===== src/rtl/switch_debounce_pkg.sv =====
// ============================================================================
// Module   : switch_debounce_pkg
// Brief    : Shared FSM state encoding and press-counter width for the
//            switch debouncer.
// Revision : 1.0 - initial release
// ============================================================================
`default_nettype none

package switch_debounce_pkg;

    localparam int PRESS_CNT_W = 16;

    typedef enum logic [1:0] {
        S_LOW       = 2'd0,
        S_RISE_WAIT = 2'd1,
        S_HIGH      = 2'd2,
        S_FALL_WAIT = 2'd3
    } state_t;

endpackage

`default_nettype wire


===== src/rtl/sync_chain.sv =====
// ============================================================================
// Module   : sync_chain
// Brief    : Multi-flop synchronizer for one asynchronous level, with a
//            synchronous flush used while the debouncer is disabled.
// Revision : 1.0 - initial release
// ============================================================================
`default_nettype none

module sync_chain #(
    parameter int STAGES = 2
) (
    input  logic clk,
    input  logic rst_n,
    input  logic clr,
    input  logic d,
    output logic q
);

    logic [STAGES-1:0] r_chain;

    always_ff @(posedge clk or negedge rst_n) begin
        if (!rst_n) begin
            r_chain <= '0;
        end else if (clr) begin
            r_chain <= '0;
        end else begin
            r_chain <= {r_chain[STAGES-2:0], d};
        end
    end

    assign q = r_chain[STAGES-1];

endmodule

`default_nettype wire


===== src/rtl/switch_debounce.sv =====
// ============================================================================
// Module   : switch_debounce
// Brief    : Synchronizes and debounces a mechanical switch, producing a clean
//            level plus rise/fall pulses. Define SWITCH_DEBOUNCE_PRESS_CNT_EN
//            to add a 16-bit press counter with synchronous clear.
// Revision : 1.0 - initial release
// ============================================================================
`default_nettype none

module switch_debounce
    import switch_debounce_pkg::*;
#(
    parameter int SYNC_STAGES     = 2,
    parameter int DEBOUNCE_CYCLES = 50000
) (
    input  logic                   pclk,
    input  logic                   nreset,
    input  logic                   switch_raw,
    input  logic                   enable,
`ifdef SWITCH_DEBOUNCE_PRESS_CNT_EN
    input  logic                   cnt_clr,
    output logic [PRESS_CNT_W-1:0] press_count,
`endif
    output logic                   switch_clean,
    output logic                   rise_pulse,
    output logic                   fall_pulse,
    output logic                   busy
);

    localparam int             CNT_W    = $clog2(DEBOUNCE_CYCLES + 1);
    localparam logic [CNT_W-1:0] CNT_LAST = CNT_W'(DEBOUNCE_CYCLES - 1);

    logic             w_sync_q;
    state_t           r_state;
    logic [CNT_W-1:0] r_cnt;

    // Flushing the chain while disabled makes re-enable restart the full latency.
    sync_chain #(
        .STAGES (SYNC_STAGES)
    ) u_sync (
        .clk   (pclk),
        .rst_n (nreset),
        .clr   (!enable),
        .d     (switch_raw),
        .q     (w_sync_q)
    );

    always_ff @(posedge pclk or negedge nreset) begin
        if (!nreset) begin
            r_state      <= S_LOW;
            r_cnt        <= '0;
            switch_clean <= 1'b0;
            rise_pulse   <= 1'b0;
            fall_pulse   <= 1'b0;
            busy         <= 1'b0;
        end else begin
            rise_pulse <= 1'b0;
            fall_pulse <= 1'b0;
            if (!enable) begin
                r_state      <= S_LOW;
                r_cnt        <= '0;
                switch_clean <= 1'b0;
                busy         <= 1'b0;
            end else begin
                case (r_state)
                    S_LOW: begin
                        if (w_sync_q) begin
                            r_state <= S_RISE_WAIT;
                            r_cnt   <= '0;
                            busy    <= 1'b1;
                        end
                    end
                    S_RISE_WAIT: begin
                        if (!w_sync_q) begin
                            r_state <= S_LOW;
                            busy    <= 1'b0;
                        end else if (r_cnt == CNT_LAST) begin
                            r_state      <= S_HIGH;
                            switch_clean <= 1'b1;
                            rise_pulse   <= 1'b1;
                            busy         <= 1'b0;
                        end else begin
                            r_cnt <= r_cnt + CNT_W'(1);
                        end
                    end
                    S_HIGH: begin
                        if (!w_sync_q) begin
                            r_state <= S_FALL_WAIT;
                            r_cnt   <= '0;
                            busy    <= 1'b1;
                        end
                    end
                    S_FALL_WAIT: begin
                        if (w_sync_q) begin
                            r_state <= S_HIGH;
                            busy    <= 1'b0;
                        end else if (r_cnt == CNT_LAST) begin
                            r_state      <= S_LOW;
                            switch_clean <= 1'b0;
                            fall_pulse   <= 1'b1;
                            busy         <= 1'b0;
                        end else begin
                            r_cnt <= r_cnt + CNT_W'(1);
                        end
                    end
                    default: begin
                        r_state      <= S_LOW;
                        r_cnt        <= '0;
                        switch_clean <= 1'b0;
                        busy         <= 1'b0;
                    end
                endcase
            end
        end
    end

`ifdef SWITCH_DEBOUNCE_PRESS_CNT_EN
    // Clear has priority over a coincident press.
    always_ff @(posedge pclk or negedge nreset) begin
        if (!nreset) begin
            press_count <= '0;
        end else if (cnt_clr) begin
            press_count <= '0;
        end else if (rise_pulse) begin
            press_count <= press_count + PRESS_CNT_W'(1);
        end
    end
`endif

endmodule

`default_nettype wire


===== config.mk =====
export PLATFORM = sky130hd
export DESIGN_NAME = switch_debounce
export DESIGN_NICKNAME = d
export VERILOG_FILES = /design/src/rtl/switch_debounce_pkg.sv /design/src/rtl/sync_chain.sv /design/src/rtl/switch_debounce.sv
export SDC_FILE = /design/constraint.sdc
export NUM_CORES = 1
export LEC_CHECK = 0
export BUFFER_PORTS_ARGS = -buffer_cell sky130_fd_sc_hd__buf_2
export CORE_UTILIZATION = 59
export CTS_BUF_LIST = sky130_fd_sc_hd__clkbuf_16
export DETAILED_ROUTE_END_ITERATION = 16
export PLACE_DENSITY = 0.77
export SYNTH_ARGS = -nofsm -noshare
export SYNTH_HDL_FRONTEND = slang
export SYNTH_SLANG_ARGS = --single-unit

===== constraint.sdc =====
create_clock -name pclk -period 2.15 [get_ports pclk]
set_input_delay 0.3225 -clock pclk [delete_from_list [all_inputs] [get_ports pclk]]
set_output_delay 0.3225 -clock pclk [all_outputs]
set_load 0.05 [all_outputs]

# Word level (Yosys, flattened, before mapping)
# Cells that the tools add are included.
# op_classes
n_addsub	1
eq_ne	13
mux	36
reduce_logical	5
# ops
operator	n
16-bit 2-to-1 mux	6
16-bit case mux with 4 select lines	1
1-bit 2-to-1 mux	18
16-bit by 1-bit adder with 16-bit output, second input constant	1
16-bit equality test, second input constant	1
2-bit 2-to-1 mux	8
3-bit != test, second input constant	4
2-bit case mux with 4 select lines	1
4-bit AND reduction	2
3-bit by 2-bit != test with 1-bit output, second input constant	2
5-bit AND reduction	1
2-bit equality test, second input constant	2
4-bit by 3-bit != test with 1-bit output, second input constant	1
4-bit != test, second input constant	1
1-bit case mux with 4 select lines	1
3-bit by 1-bit != test with 1-bit output, second input constant	1
2-bit by 1-bit equality test with 1-bit output, second input constant	1
2-bit zero test	1
1-bit case mux with 2 select lines	1
2-bit AND reduction	1
# word_totals
regBits	24
in_bits	4
out_inout_bits	4
word_cells	62

# Longest topological paths before layout
# depth
depth_word	5
depth_mapped	5
ltp_nobuf	5

# Hierarchy
# From an unflattened synthesis, not the netlist that was laid out.
# unflattened
hier_cells	150
hier_area_um2	1413.9
# modules_own_cells
module	n_inst	cells_per_inst	area_each_um2	seq_area_each_um2
switch_debounce	1	146	1351.3	550.5
sync_chain	1	4	62.6	50.0

# Worst setup path after synthesis
# Ideal clock, no wire load.
# synth_path
path_kind	reg2reg
start	register r_cnt[0]
end	register r_cnt[12]
setup_time_ns	0.066
arrival_time_ns	1.554
required_time_ns	2.084
path_slack_ns	0.530
path_stages_with_launch	6
path_buffers	0
synth_period_minus_slack_ns	1.620
path_cell_list	dfrtp_1 > ha_1 > nand4_1 > a21o_1 > or4_1 > nand2_1
# synth_between
elab_chain_cells	5
elab_cells_between_ends	7
classes_between	add/sub: 1; eq/ne: 1; mux: 5
# synth_lines
element	line	source
from (decl)	switch_debounce.sv:35	logic [CNT_W-1:0] r_cnt;
from (signal assigned)	switch_debounce.sv:83	r_cnt <= r_cnt + CNT_W'(1);
from (signal assigned)	switch_debounce.sv:103	r_cnt <= r_cnt + CNT_W'(1);
16-bit by 1-bit adder with 16-bit output / 16-bit equality test (equally long branches)	--	
16-bit 2-to-1 mux *	switch_debounce.sv:77, switch_debounce.sv:97	
16-bit 2-to-1 mux (on tied branches)	switch_debounce.sv:94, switch_debounce.sv:74	
16-bit case mux with 4 select lines *	switch_debounce.sv:65	case (r_state)
16-bit 2-to-1 mux *	switch_debounce.sv:59	if (!enable) begin
# Mark *: on every way between the ends. The rest lies on a longest branch, timed or not. The select of a mux whose other input is x is not followed.
# A chain may end at the register's enable or synchronous reset.

# Worst setup path in the final report
# layout_path
start	register r_cnt[0]
end	register r_cnt[3]
# Same word-level chain as after synthesis.

==> metrics.csv <==
metric,value,unit
Post-Place Cells,173,
Final Max Tran Viols,0,
register area share after synthesis,0.448,
Non-Filler Instances,177,
CP Data Arrival Time,1980,ps
P&R area growth vs syn,13.1,%
drt drc,0,
diode count,0,
first-pass GRT wire length,4930,um
clock sinks,24,
Skew-Pair Late Insertion Delay,260,ps
die area,2470,um2
Worst EP required,2300,ps
Pre-antenna DRT Iters,4,
Main synth FF type,dfrtp_1,
vias in the first global route,1076,
GRT overflow,0,
Boundary Pins,8,
Mean Syn Cell Area,9.51,um2
gpl congestion,0.901,
final net count,156,
HPWL Detailed,2070,um
hold_buf cts,0,
worst-case clock buffer depth,2,
normalized max-slew margin,0.560,
#FFs+latches synth,24,
yosys warns,0,
TritonCTS clock tree,done,
pin count of the biggest net entering global routing,25,
pin slew with the least headroom to its limit,654,ps
crit end category,register,
Final Critical Period,1830,ps
power per cell area,692,nW/um2
max_cap viols,0,
status,"finished, final reports clean",
CTS Buf Count,3,
worst-path fanout max,6,
Clock Pin Slew Worst Setup and Hold Paths,60,ps
starting density of the core,0.657,
post-CTS setup buffer count,0,
Startpoint Class,register,
critical path class,register to register,
mapped cell area,1340,um2
switching power,0.000208,W
initial antenna violation count,0,
combinational group share of total power,0.055,
PortBufs,7,
Unique masters post-synth,42,
die height,49.7,um
Post-Syn Instances,141,
share of layout cells above drive strength 1,0.120,
Clk network pwr share,0.506,
sequential power share,0.439,
hold crit path type,input pin to async pin,
drt via density,6.59,
post_cts resized,0,
row cnt,16,
"Core Util, Final",0.743,
via count,1166,
"EDFF count, synth",0,
post-route cell area,1520,um2
Starting DRT DRC Count,56,
Setup Skew,1.53,ps
TNS Setup,0,ps
final hold vios,0,
switch share,0.198,
die width,49.7,um
dpl cell area,1410,um2
Pint,0.000841,W
RSZ-0062 raised after global routing,no,
Synthesized Nets,146,
Routed WL,2920,um
leakage power figure,0.661,nW
final-layout fill cell count,150,
FMAX,547,MHz
Post-DRT Antenna Nets,0,
fin crit share,0.850,
clock root buffer,clkbuf_16,
asr flop ratio synth,1.00,
# setup viols final,0,
Core ar.,2040,um2
CTS HTree Levels,1,
GRT Total Usage,0.264,
WL per Instance,16.5,um
Max VDD drop,0.000541,V
## metal layers
| metal | vias to the layer above | global-route usage | routed length [um] |
|---|---|---|---|
| li1 | 551 | - | - |
| met1 | 574 | 0.376 | 1380 |
| met2 | 35 | 0.403 | 1370 |
| met3 | 6 | 0.0278 | 111 |
| met4 | 0 | 0.119 | 59 |
| met5 | - | 0 | 0 |
## cells in the final DEF, fill, tap and decap left out, types with 4 or more instances in the layout
master / synthesis / layout
nor3_1: 4 / 4
a21oi_1: 10 / 10
a211o_1: 4 / 4
inv_1: 6 / 6
nand4_1: 6 / 6
and3_1: 7 / 7
nor2_1: 6 / 6
a211oi_1: 4 / 4
o21ai_0: 5 / 5
buf_2: 1 / 7
nand2_1: 12 / 12
xnor2_1: 4 / 4
dfrtp_1: 24 / 24
nand3_1: 7 / 7
## registers in the layout, indices dropped and copies added, names as in the netlist
signal / cells
r_cnt: 16
r_state: 2
rise_pulse: 1
busy: 1
fall_pulse: 1
u_sync.r_chain: 2
switch_clean: 1
## final timing paths
| check | from | end | slack [ps] | cells after the start |
|---|---|---|---|---|
| hold / removal | nreset | r_cnt[9] | 40 | 1 |
| setup reg to reg | r_cnt[0] | r_cnt[3] | 320 | 5 |
| hold reg to reg | u_sync.r_chain[0] | u_sync.r_chain[1] | 470 | 1 |
| setup / recovery | r_cnt[0] | r_cnt[3] | 320 | 5 |
| min in group pclk | switch_raw | u_sync.r_chain[0] | 270 | 2 |
| max in group asynchronous | nreset | rise_pulse | 1750 | 1 |
## synthesized netlist by cell type (2+ instances only)
cell type  count  area [um2]
mux2i_1        2        20.0
a31o_2         2        17.5
dfrtp_1       24         601
nor2_1         6        22.5
nor4bb_1       3        30.0
nor2b_1        2        12.5
nand4_1        6        37.5
and2_1         3        18.8
a211o_1        4        35.0
xnor2_1        4        35.0
nand2_1       12        45.0
a21oi_1       10        50.1
or3_1          3        18.8
a211oi_1       4        30.0
clkbuf_1       3        11.3
and3_1         7        43.8
nor4b_1        2        17.5
o21ai_0        5        25.0
nand3_1        7        35.0
nor3_1         4        20.0
inv_1          6        22.5
and4b_1        2        20.0
## metrics by stage
step / hold slack, ps / power, W / setup slack [ps]
global placement: 327 / 0.000525 / 401
finish: 39.1 / 0.00105 / 322
global route: 83.6 / 0.00108 / 191
floorplan: 26.9 / 0.000504 / 530
CTS: 57.1 / 0.00106 / 345
detailed placement: 334 / 0.000527 / 361
## power by group through the flow
stage	clock, W	combinational [W]	sequential, W
finish	0.000531	0.0000575	0.000461
global route	0.000554	0.0000626	0.000462
CTS	0.000540	0.0000575	0.000461
detailed placement	0	0.0000572	0.000469
global placement	0	0.0000561	0.000469
floorplan	0	0.0000254	0.000479
## layout make-up
cell class / instances / area (um2) / area share
multi-input cells: 106 / 697 / 0.460
flip-flops and latches: 24 / 601 / 0.396
clock buffers: 3 / 75.1 / 0.0495
repair buffers: 10 / 57.6 / 0.0380
well taps: 27 / 33.8 / 0.0223
clock inverters: 1 / 30.0 / 0.0198
inverters: 6 / 22.5 / 0.0149
## critical path, stage by stage, from the launching register on
cell     delay (ps)
dfrtp_1         430
ha_1            260
and4b_1         280
nand4_1         230
and3_1          260
a211o_1         250
## cell families after synthesis
family | count (synthesis) | share of synthesized area
mux | 2 | 0.0149
buf+inv | 11 | 0.0326
compound gates | 36 | 0.196
flops | 24 | 0.448
xor+xnor | 5 | 0.0326
fa+ha+maj | 1 | 0.00933
simple gates | 62 | 0.267
Note: power is estimated with default switching activity, not from simulation.
